--- src/rtl/multicycle_controller_pkg.sv ---
// Shared encodings for the multi-cycle MIPS controller: states, instruction
// classes, opcode/funct values, ALUControl codes and datapath select values.
package multicycle_controller_pkg;

    typedef enum logic [3:0] {
        S_FETCH    = 4'd0,
        S_DECODE   = 4'd1,
        S_MEM_ADDR = 4'd2,
        S_MEM_RD   = 4'd3,
        S_MEM_WB   = 4'd4,
        S_MEM_WR   = 4'd5,
        S_R_EXEC   = 4'd6,
        S_R_WB     = 4'd7,
        S_I_EXEC   = 4'd8,
        S_I_WB     = 4'd9,
        S_BRANCH   = 4'd10,
        S_JUMP     = 4'd11,
        S_JR       = 4'd12,
        S_FAULT    = 4'd13
    } state_e;

    typedef enum logic [2:0] {
        CLS_MEM, CLS_RTYPE, CLS_JR, CLS_BRANCH, CLS_JUMP, CLS_IMM, CLS_ILLEGAL
    } instr_class_e;

    localparam logic [5:0] OP_RTYPE = 6'h00, OP_J     = 6'h02, OP_JAL   = 6'h03;
    localparam logic [5:0] OP_BEQ   = 6'h04, OP_BNE   = 6'h05, OP_ADDI  = 6'h08;
    localparam logic [5:0] OP_ADDIU = 6'h09, OP_SLTI  = 6'h0A, OP_SLTIU = 6'h0B;
    localparam logic [5:0] OP_ANDI  = 6'h0C, OP_ORI   = 6'h0D, OP_LUI   = 6'h0F;
    localparam logic [5:0] OP_LW    = 6'h23, OP_SW    = 6'h2B;

    localparam logic [5:0] FN_SLL = 6'h00, FN_SRL = 6'h02, FN_SRA = 6'h03;
    localparam logic [5:0] FN_JR  = 6'h08, FN_JALR = 6'h09;

    localparam logic [3:0] ALUOP_ADD  = 4'd0, ALUOP_SUB = 4'd1, ALUOP_RTYPE = 4'd2;
    localparam logic [3:0] ALUOP_AND  = 4'd3, ALUOP_OR  = 4'd4, ALUOP_SLT   = 4'd5;
    localparam logic [3:0] ALUOP_SLTU = 4'd6, ALUOP_LUI = 4'd7;

    localparam logic [1:0] PCSRC_ALU  = 2'b00, PCSRC_ALUOUT = 2'b01;
    localparam logic [1:0] PCSRC_JUMP = 2'b10, PCSRC_RS     = 2'b11;
    localparam logic [1:0] REGDST_RT  = 2'b00, REGDST_RD = 2'b01, REGDST_RA = 2'b10;
    localparam logic [1:0] M2R_ALUOUT = 2'b00, M2R_MDR   = 2'b01, M2R_PC    = 2'b10;
    localparam logic [1:0] SRCA_PC    = 2'b00, SRCA_RS   = 2'b01, SRCA_SHAMT = 2'b10;
    localparam logic [1:0] SRCB_RT    = 2'b00, SRCB_FOUR = 2'b01;
    localparam logic [1:0] SRCB_IMM   = 2'b10, SRCB_IMM_SH2 = 2'b11;

endpackage

--- src/rtl/multicycle_controller_decode.sv ---
// Combinational instruction decode: classifies opcode/funct and supplies the
// per-instruction ALU/extend controls used by the sequencing FSM.
module multicycle_controller_decode
    import multicycle_controller_pkg::*;
(
    input  logic [5:0]   opcode,
    input  logic [5:0]   funct,
    output instr_class_e cls,
    output logic         is_load,
    output logic         is_bne,
    output logic         is_link,
    output logic         is_shift,
    output logic [3:0]   imm_alu_op,
    output logic         imm_ext_op,
    output logic         imm_lu_op
);

    always_comb begin
        cls        = CLS_ILLEGAL;
        is_load    = 1'b0;
        is_bne     = 1'b0;
        is_link    = 1'b0;
        imm_alu_op = ALUOP_ADD;
        imm_ext_op = 1'b1;
        imm_lu_op  = 1'b0;
        is_shift   = (funct == FN_SLL) || (funct == FN_SRL) || (funct == FN_SRA);
        case (opcode)
            OP_RTYPE: begin
                if (funct == FN_JR || funct == FN_JALR) cls = CLS_JR;
                else                                    cls = CLS_RTYPE;
                is_link = (funct == FN_JALR);
            end
            OP_LW: begin
                cls     = CLS_MEM;
                is_load = 1'b1;
            end
            OP_SW:  cls = CLS_MEM;
            OP_BEQ: cls = CLS_BRANCH;
            OP_BNE: begin
                cls    = CLS_BRANCH;
                is_bne = 1'b1;
            end
            OP_J:   cls = CLS_JUMP;
            OP_JAL: begin
                cls     = CLS_JUMP;
                is_link = 1'b1;
            end
            OP_ADDI, OP_ADDIU: cls = CLS_IMM;
            OP_SLTI: begin
                cls        = CLS_IMM;
                imm_alu_op = ALUOP_SLT;
            end
            OP_SLTIU: begin
                cls        = CLS_IMM;
                imm_alu_op = ALUOP_SLTU;
            end
            OP_ANDI: begin
                cls        = CLS_IMM;
                imm_alu_op = ALUOP_AND;
                imm_ext_op = 1'b0;
            end
            OP_ORI: begin
                cls        = CLS_IMM;
                imm_alu_op = ALUOP_OR;
                imm_ext_op = 1'b0;
            end
            OP_LUI: begin
                cls        = CLS_IMM;
                imm_alu_op = ALUOP_LUI;
                imm_lu_op  = 1'b1;
            end
            default: ;
        endcase
    end

endmodule

--- src/rtl/multicycle_controller.sv ---
// Sequencing FSM for the multi-cycle MIPS core with mem_ready stall handling,
// memory-timeout watchdog and sticky fault state.
//
// state      | meaning
// FETCH      | read instruction at PC, PC <= PC+4 on mem_ready
// DECODE     | branch target into ALUOut, dispatch on instruction class
// MEM_ADDR   | effective address rs+imm
// MEM_RD     | data read at ALUOut, wait for mem_ready
// MEM_WB     | rt <= MDR
// MEM_WR     | data write at ALUOut, wait for mem_ready
// R_EXEC     | R-type ALU operation
// R_WB       | rd <= ALUOut
// I_EXEC     | immediate ALU operation
// I_WB       | rt <= ALUOut
// BRANCH     | compare rs/rt, conditionally load branch target
// JUMP       | j/jal
// JR         | jr/jalr
// FAULT      | illegal opcode or memory timeout; left only by reset
module multicycle_controller
    import multicycle_controller_pkg::*;
#(
    parameter int WAIT_LIMIT = 16,
    parameter int WAIT_W     = 5
) (
    input  logic       clk,
    input  logic       reset,
    input  logic [5:0] opcode,
    input  logic [5:0] funct,
    input  logic       zero,
    input  logic       mem_ready,
    output logic       mem_read,
    output logic       mem_write,
    output logic       i_or_d,
    output logic       ir_write,
    output logic       pc_en,
    output logic [1:0] pc_src,
    output logic       reg_write,
    output logic [1:0] reg_dst,
    output logic [1:0] mem_to_reg,
    output logic [1:0] alu_src_a,
    output logic [1:0] alu_src_b,
    output logic [3:0] alu_op,
    output logic       ext_op,
    output logic       lu_op,
    output logic       fault,
    output logic [3:0] state
);

    localparam logic [WAIT_W-1:0] WAIT_LAST = WAIT_W'(WAIT_LIMIT - 1);

    state_e            state_q, state_d;
    logic [WAIT_W-1:0] wait_cnt_q, wait_cnt_d;
    logic              stalled;

    instr_class_e cls;
    logic         is_load, is_bne, is_link, is_shift;
    logic [3:0]   imm_alu_op;
    logic         imm_ext_op, imm_lu_op;

    multicycle_controller_decode u_decode (
        .opcode     (opcode),
        .funct      (funct),
        .cls        (cls),
        .is_load    (is_load),
        .is_bne     (is_bne),
        .is_link    (is_link),
        .is_shift   (is_shift),
        .imm_alu_op (imm_alu_op),
        .imm_ext_op (imm_ext_op),
        .imm_lu_op  (imm_lu_op)
    );

    always_comb begin
        state_d    = state_q;
        wait_cnt_d = '0;
        stalled    = 1'b0;
        case (state_q)
            S_FETCH:  if (mem_ready) state_d = S_DECODE; else stalled = 1'b1;
            S_DECODE: begin
                case (cls)
                    CLS_MEM:    state_d = S_MEM_ADDR;
                    CLS_RTYPE:  state_d = S_R_EXEC;
                    CLS_JR:     state_d = S_JR;
                    CLS_BRANCH: state_d = S_BRANCH;
                    CLS_JUMP:   state_d = S_JUMP;
                    CLS_IMM:    state_d = S_I_EXEC;
                    default:    state_d = S_FAULT;
                endcase
            end
            S_MEM_ADDR: state_d = is_load ? S_MEM_RD : S_MEM_WR;
            S_MEM_RD:   if (mem_ready) state_d = S_MEM_WB; else stalled = 1'b1;
            S_MEM_WR:   if (mem_ready) state_d = S_FETCH;  else stalled = 1'b1;
            S_R_EXEC:   state_d = S_R_WB;
            S_I_EXEC:   state_d = S_I_WB;
            S_MEM_WB, S_R_WB, S_I_WB, S_BRANCH, S_JUMP, S_JR: state_d = S_FETCH;
            S_FAULT:    state_d = S_FAULT;
            default:    state_d = S_FAULT;
        endcase
        // Counter only advances while the state holds, so any transition clears it.
        if (stalled) begin
            if (WAIT_LIMIT != 0 && wait_cnt_q == WAIT_LAST) state_d = S_FAULT;
            else wait_cnt_d = wait_cnt_q + 1'b1;
        end
    end

    always_ff @(posedge clk or posedge reset) begin
        if (reset) begin
            state_q    <= S_FETCH;
            wait_cnt_q <= '0;
        end else begin
            state_q    <= state_d;
            wait_cnt_q <= wait_cnt_d;
        end
    end

    // Outputs are gated by reset directly so strobes drop the moment reset rises.
    always_comb begin
        mem_read   = 1'b0;
        mem_write  = 1'b0;
        i_or_d     = 1'b0;
        ir_write   = 1'b0;
        pc_en      = 1'b0;
        pc_src     = PCSRC_ALU;
        reg_write  = 1'b0;
        reg_dst    = REGDST_RT;
        mem_to_reg = M2R_ALUOUT;
        alu_src_a  = SRCA_PC;
        alu_src_b  = SRCB_RT;
        alu_op     = ALUOP_ADD;
        ext_op     = 1'b0;
        lu_op      = 1'b0;
        fault      = 1'b0;
        if (!reset) begin
            case (state_q)
                S_FETCH: begin
                    mem_read  = 1'b1;
                    alu_src_a = SRCA_PC;
                    alu_src_b = SRCB_FOUR;
                    alu_op    = ALUOP_ADD;
                    if (mem_ready) begin
                        ir_write = 1'b1;
                        pc_en    = 1'b1;
                        pc_src   = PCSRC_ALU;
                    end
                end
                S_DECODE: begin
                    alu_src_b = SRCB_IMM_SH2;
                    ext_op    = 1'b1;
                end
                S_MEM_ADDR: begin
                    alu_src_a = SRCA_RS;
                    alu_src_b = SRCB_IMM;
                    ext_op    = 1'b1;
                end
                S_MEM_RD: begin
                    mem_read = 1'b1;
                    i_or_d   = 1'b1;
                end
                S_MEM_WB: begin
                    reg_write  = 1'b1;
                    reg_dst    = REGDST_RT;
                    mem_to_reg = M2R_MDR;
                end
                S_MEM_WR: begin
                    mem_write = 1'b1;
                    i_or_d    = 1'b1;
                end
                S_R_EXEC: begin
                    alu_src_a = is_shift ? SRCA_SHAMT : SRCA_RS;
                    alu_src_b = SRCB_RT;
                    alu_op    = ALUOP_RTYPE;
                end
                S_R_WB: begin
                    reg_write  = 1'b1;
                    reg_dst    = REGDST_RD;
                    mem_to_reg = M2R_ALUOUT;
                end
                S_I_EXEC: begin
                    alu_src_a = SRCA_RS;
                    alu_src_b = SRCB_IMM;
                    alu_op    = imm_alu_op;
                    ext_op    = imm_ext_op;
                    lu_op     = imm_lu_op;
                end
                S_I_WB: reg_write = 1'b1;
                S_BRANCH: begin
                    alu_src_a = SRCA_RS;
                    alu_src_b = SRCB_RT;
                    alu_op    = ALUOP_SUB;
                    pc_src    = PCSRC_ALUOUT;
                    pc_en     = is_bne ? ~zero : zero;
                end
                S_JUMP: begin
                    pc_en  = 1'b1;
                    pc_src = PCSRC_JUMP;
                    if (is_link) begin
                        reg_write  = 1'b1;
                        reg_dst    = REGDST_RA;
                        mem_to_reg = M2R_PC;
                    end
                end
                S_JR: begin
                    pc_en  = 1'b1;
                    pc_src = PCSRC_RS;
                    if (is_link) begin
                        reg_write  = 1'b1;
                        reg_dst    = REGDST_RD;
                        mem_to_reg = M2R_PC;
                    end
                end
                S_FAULT: fault = 1'b1;
                default: fault = 1'b1;
            endcase
        end
    end

    assign state = state_q;

endmodule

--- config.mk ---
export PLATFORM = sky130hd
export DESIGN_NAME = multicycle_controller
export DESIGN_NICKNAME = d
export VERILOG_FILES = /design/src/rtl/multicycle_controller_pkg.sv /design/src/rtl/multicycle_controller_decode.sv /design/src/rtl/multicycle_controller.sv
export SDC_FILE = /design/constraint.sdc
export NUM_CORES = 1
export LEC_CHECK = 0
export BUFFER_PORTS_ARGS = -buffer_cell sky130_fd_sc_hd__buf_2
export CAP_MARGIN = 20
export CORE_MARGIN = 4
export CORE_UTILIZATION = 50
export CTS_CLUSTER_DIAMETER = 200
export CTS_CLUSTER_SIZE = 16
export DETAILED_ROUTE_END_ITERATION = 6
export PLACE_DENSITY = 0.78
export SYNTH_ARGS = -nofsm -noshare
export SYNTH_HDL_FRONTEND = slang
export SYNTH_SLANG_ARGS = --single-unit
--- constraint.sdc ---
create_clock -name clk -period 1.83 [get_ports clk]
set_clock_uncertainty 0.1 [all_clocks]
set_input_delay 0.0915 -clock clk [delete_from_list [all_inputs] [get_ports clk]]
set_output_delay 0.0915 -clock clk [all_outputs]
set_load 0.03 [all_outputs]
==> key figures <==
Pwr
  • Total power: 2380 uW
  • Sw Share: 51.46%
  • Worst vdd ir: 1039 uV
  • Part of the power in registers: 14.1%
  • Combinational Power Share: 79.5%
  • Int Power: 1155 uW
  • LEAKAGE: 0.0008906 uW
  • Pwr Density: 1197 nW/um^2
  • Net Sw Power: 1225 uW
  • Clock power frac: 6.4%

Synthesis
  • Area contributors post-synth: dfrtp_1 18%, nand2_1 6.7%, nor2_1 6.4%, a21oi_1 4.5%, nor3b_1 3.6%
  • Count of yosys warnings during synthesis: 0
  • Mapped Nets: 191
  • Mapped Cells: 174
  • Post-Synthesis Cell Area: 1236 um^2
  • Seq/Total Area, Yosys: 18.22%
  • Most used DFF post-synth: dfrtp_1
  • Number of synthesized flops with an enable pin: 0
  • Asr flop ratio synth: 100.0%
  • Syn Area/Cell: 7.105 um^2
  • Yosys reg bits: 9
  • Synth area leader: dfrtp_1
  • Synth cell types: 56
  • Share of Yosys cell area claimed by the top area cell type: 18.22%

Setup path
  • CP bufs+invs: 2
  • Worst r2r dst: wait_cnt_q[3]$_DFF_PP0_
  • Critical path depth in cells: 6
  • Reg2reg setup slack: 0.04 ns
  • CP endpoint: mem_to_reg[1]
  • Critical path class: flip-flop to output port
  • CP top delay family: simple AND/OR/NAND/NOR gates
  • Slowest cell on the critical path: dfrtp_2
  • CP cell instances: buf_6, nor3b_4, a21oi_2, nor3_2, and2_1, buf_6
  • Cell repeated most along the worst path: buf_6
  • Worst EP required: 1.64 ns
  • Reg-to-Reg Start: state[2]$_DFF_PP0_
  • CP Max Fanout: 6
  • Critical path startpoint: state[2]$_DFF_PP0_
  • Crit-path max cell delay: 0.48 ns
  • Type of origin of the critical path: flip-flop
  • Worst EP arrival: 1.73 ns
  • CP Capture Type: output port
  • Reg2Reg Depth: 6

Clock tree
  • Clk_lat worst skew: 0.27 ns
  • Root buffer cell: clkbuf_4
  • H-tree depth: 1
  • Clock slew at reported path FFs: 0.06 ns
  • CTS tree: built
  • Clk buf depth: 2
  • CTS Buf Count: 3
  • Clock Sink Count: 9

Finish
  • Area grow syn2layout: 60.83%
  • Area of the multi-input gates: 1134 um^2
  • NumNets Final: 257
  • Final instance area: 1988 um^2
  • Seq. cell area: 230.2 um^2
  • Non-Filler Instances: 267
  • Most common cell after layout, fill and taps aside: buf_4
  • Layout cell share with drive strength beyond 1: 54.39%
  • Filler cell count: 110
  • Most frequent cells in the layout: 32 x buf_4, 30 x buf_2, 20 x nand2_1
  • Diode count: 0

Detailed routing
  • Drt total wl: 4919 um
  • Antenna Nets Post-Route: 0
  • Average via count per standard cell: 6.348
  • Initial DRC count: 126
  • Vias post-DR: 1,695
  • Remaining DRCs: 0
  • DR WL/cell: 18.42 um
  • Drt pass-1 iters: 6

Placement
  • Port bufs: 41
  • GPL Wtd Cong: 0.8780
  • Cell Area, Placed: 1617 um^2
  • Place WS: 0.07677 ns
  • Inst Count DP: 246
  • HPWL Detailed: 2893 um

Global route
  • Antenna violations before repair: 0
  • GRT Overall Usage: 23.88%
  • First-pass GRT wire length: 6465 um
  • Total grt overflow: 0
  • Number of global-route vias before repair: 1,485
  • Largest net degree at the start of global routing: 16

Flow run
  • Max_cap viols: 0

Outcome
  • Status: complete, but fails checks
  • Failing checks: negative setup slack

STA
  • Final Critical Period: 1.918 ns
  • FMAX: 0.5213 GHz
  • Period utilisation layout: 104.8%
  • Final worst slack: -0.08842 ns
  • Final setup vio count: 5
  • Final Max Tran Viols: 0
  • Worst hold slack: 0.1733 ns
  • RSZ-0062 raised after global routing: yes
  • Endpoints failing hold: 0

Floorplan
  • Core Region: 2276 um^2
  • Cell Rows: 17
  • Die height: 57.72 um
  • Die area: 3332 um^2
  • Die width: 57.72 um
  • Initial core utilization: 54.32%
  • I/O pin total: 43

Hold path
  • Type of the tightest min-delay check: primary input to flip-flop
## timing repair
action                                 in CTS  in global routing
setup endpoints to repair                  17                 19
pin swaps                                   0                  7
resized for setup                          11                 56
buffers inserted                            7                  9
endpoints found under the hold margin       4                  0
hold buffers                                1                  0
## sequential cells by signal, indices dropped and copies added (netlist names)
signal and flops:
wait_cnt_q 5, state 4
## how the worst min path moves through the flow
stage,startpoint,endpoint,depth (start not counted)
6_report,mem_ready,wait_cnt_q[2]$_DFF_PP0_,4
3_5_place_dp,reset,state[1]$_DFF_PP0_,3
5_1_grt,mem_ready,wait_cnt_q[2]$_DFF_PP0_,4
3_3_place_gp,reset,state[0]$_DFF_PP0_,3
2_1_floorplan,reset,state[0]$_DFF_PP0_,1
4_1_cts,mem_ready,wait_cnt_q[2]$_DFF_PP0_,4
## power by group through the flow
stage	Clock [uW]	Sequential (uW)	Combinational (uW)
floorplan	0	348	921
global placement	0	346	1290
detailed placement	0	349	1310
CTS	152	323	1460
global route	174	339	2000
finish	152	335	1890
## cell usage after synthesis, drive strengths merged, types with 3 or more instances
library cell  instances
o32ai                 3
dfrtp                 9
a31oi                 3
o21ai                 8
and2                  5
a21oi                12
inv                   3
buf                  11
nor3b                 7
nor2                 22
and3                  5
nand3                 5
clkbuf                4
nand2b                4
nor4                  3
nand2                22
and2b                 3
nand4b                3
a2111oi               3
nor3                  8
a21boi                4
## layout make-up
cell class,instances,area share [%]
clock buffers,4,1.322
inverters,3,0.5664
multi-input cells,147,57.02
flip-flops and latches,9,11.58
well taps,28,1.762
repair buffers,76,27.75
## routing by layer
layer | routed length, um | global-route usage (%) | vias up
li1 | - | - | 763
met2 | 2480 | 44.52 | 103
met4 | 174 | 4.636 | 0
met5 | 0 | 0 | -
met1 | 1869 | 28.23 | 806
met3 | 395 | 4.454 | 23
## kinds of logic (layout without fill, tap and decap cells)
kind of cell    Yosys count  in the layout  share of synthesized area, %
fa+ha+maj                 1              1                         1.012
simple gates             95             95                         43.02
xor+xnor                  4              4                         2.835
buf+inv                  18             83                         7.084
other cells               1              1                        0.3034
compound gates           45             45                         26.62
mux                       1              1                        0.9109
flops                     9              9                         18.22
## worst register-to-register path, stage by stage, from the launching register on
cell and delay [ns]:
dfrtp_2 0.48, buf_4 0.19, xor2_1 0.30, a21oi_2 0.11
nor3_1 0.30, nand2_1 0.12, nor2_1 0.12
## metrics by stage
stage / TNS (ns) / util, %
CTS: -0.0005363 / 76.42
floorplan: -0.7872 / -
global placement: 0 / 71.03
global route: -0.8873 / 87.36
finish: -0.1909 / 87.36
detailed placement: 0 / 71.03
Note: power is estimated with default switching activity, not from simulation.
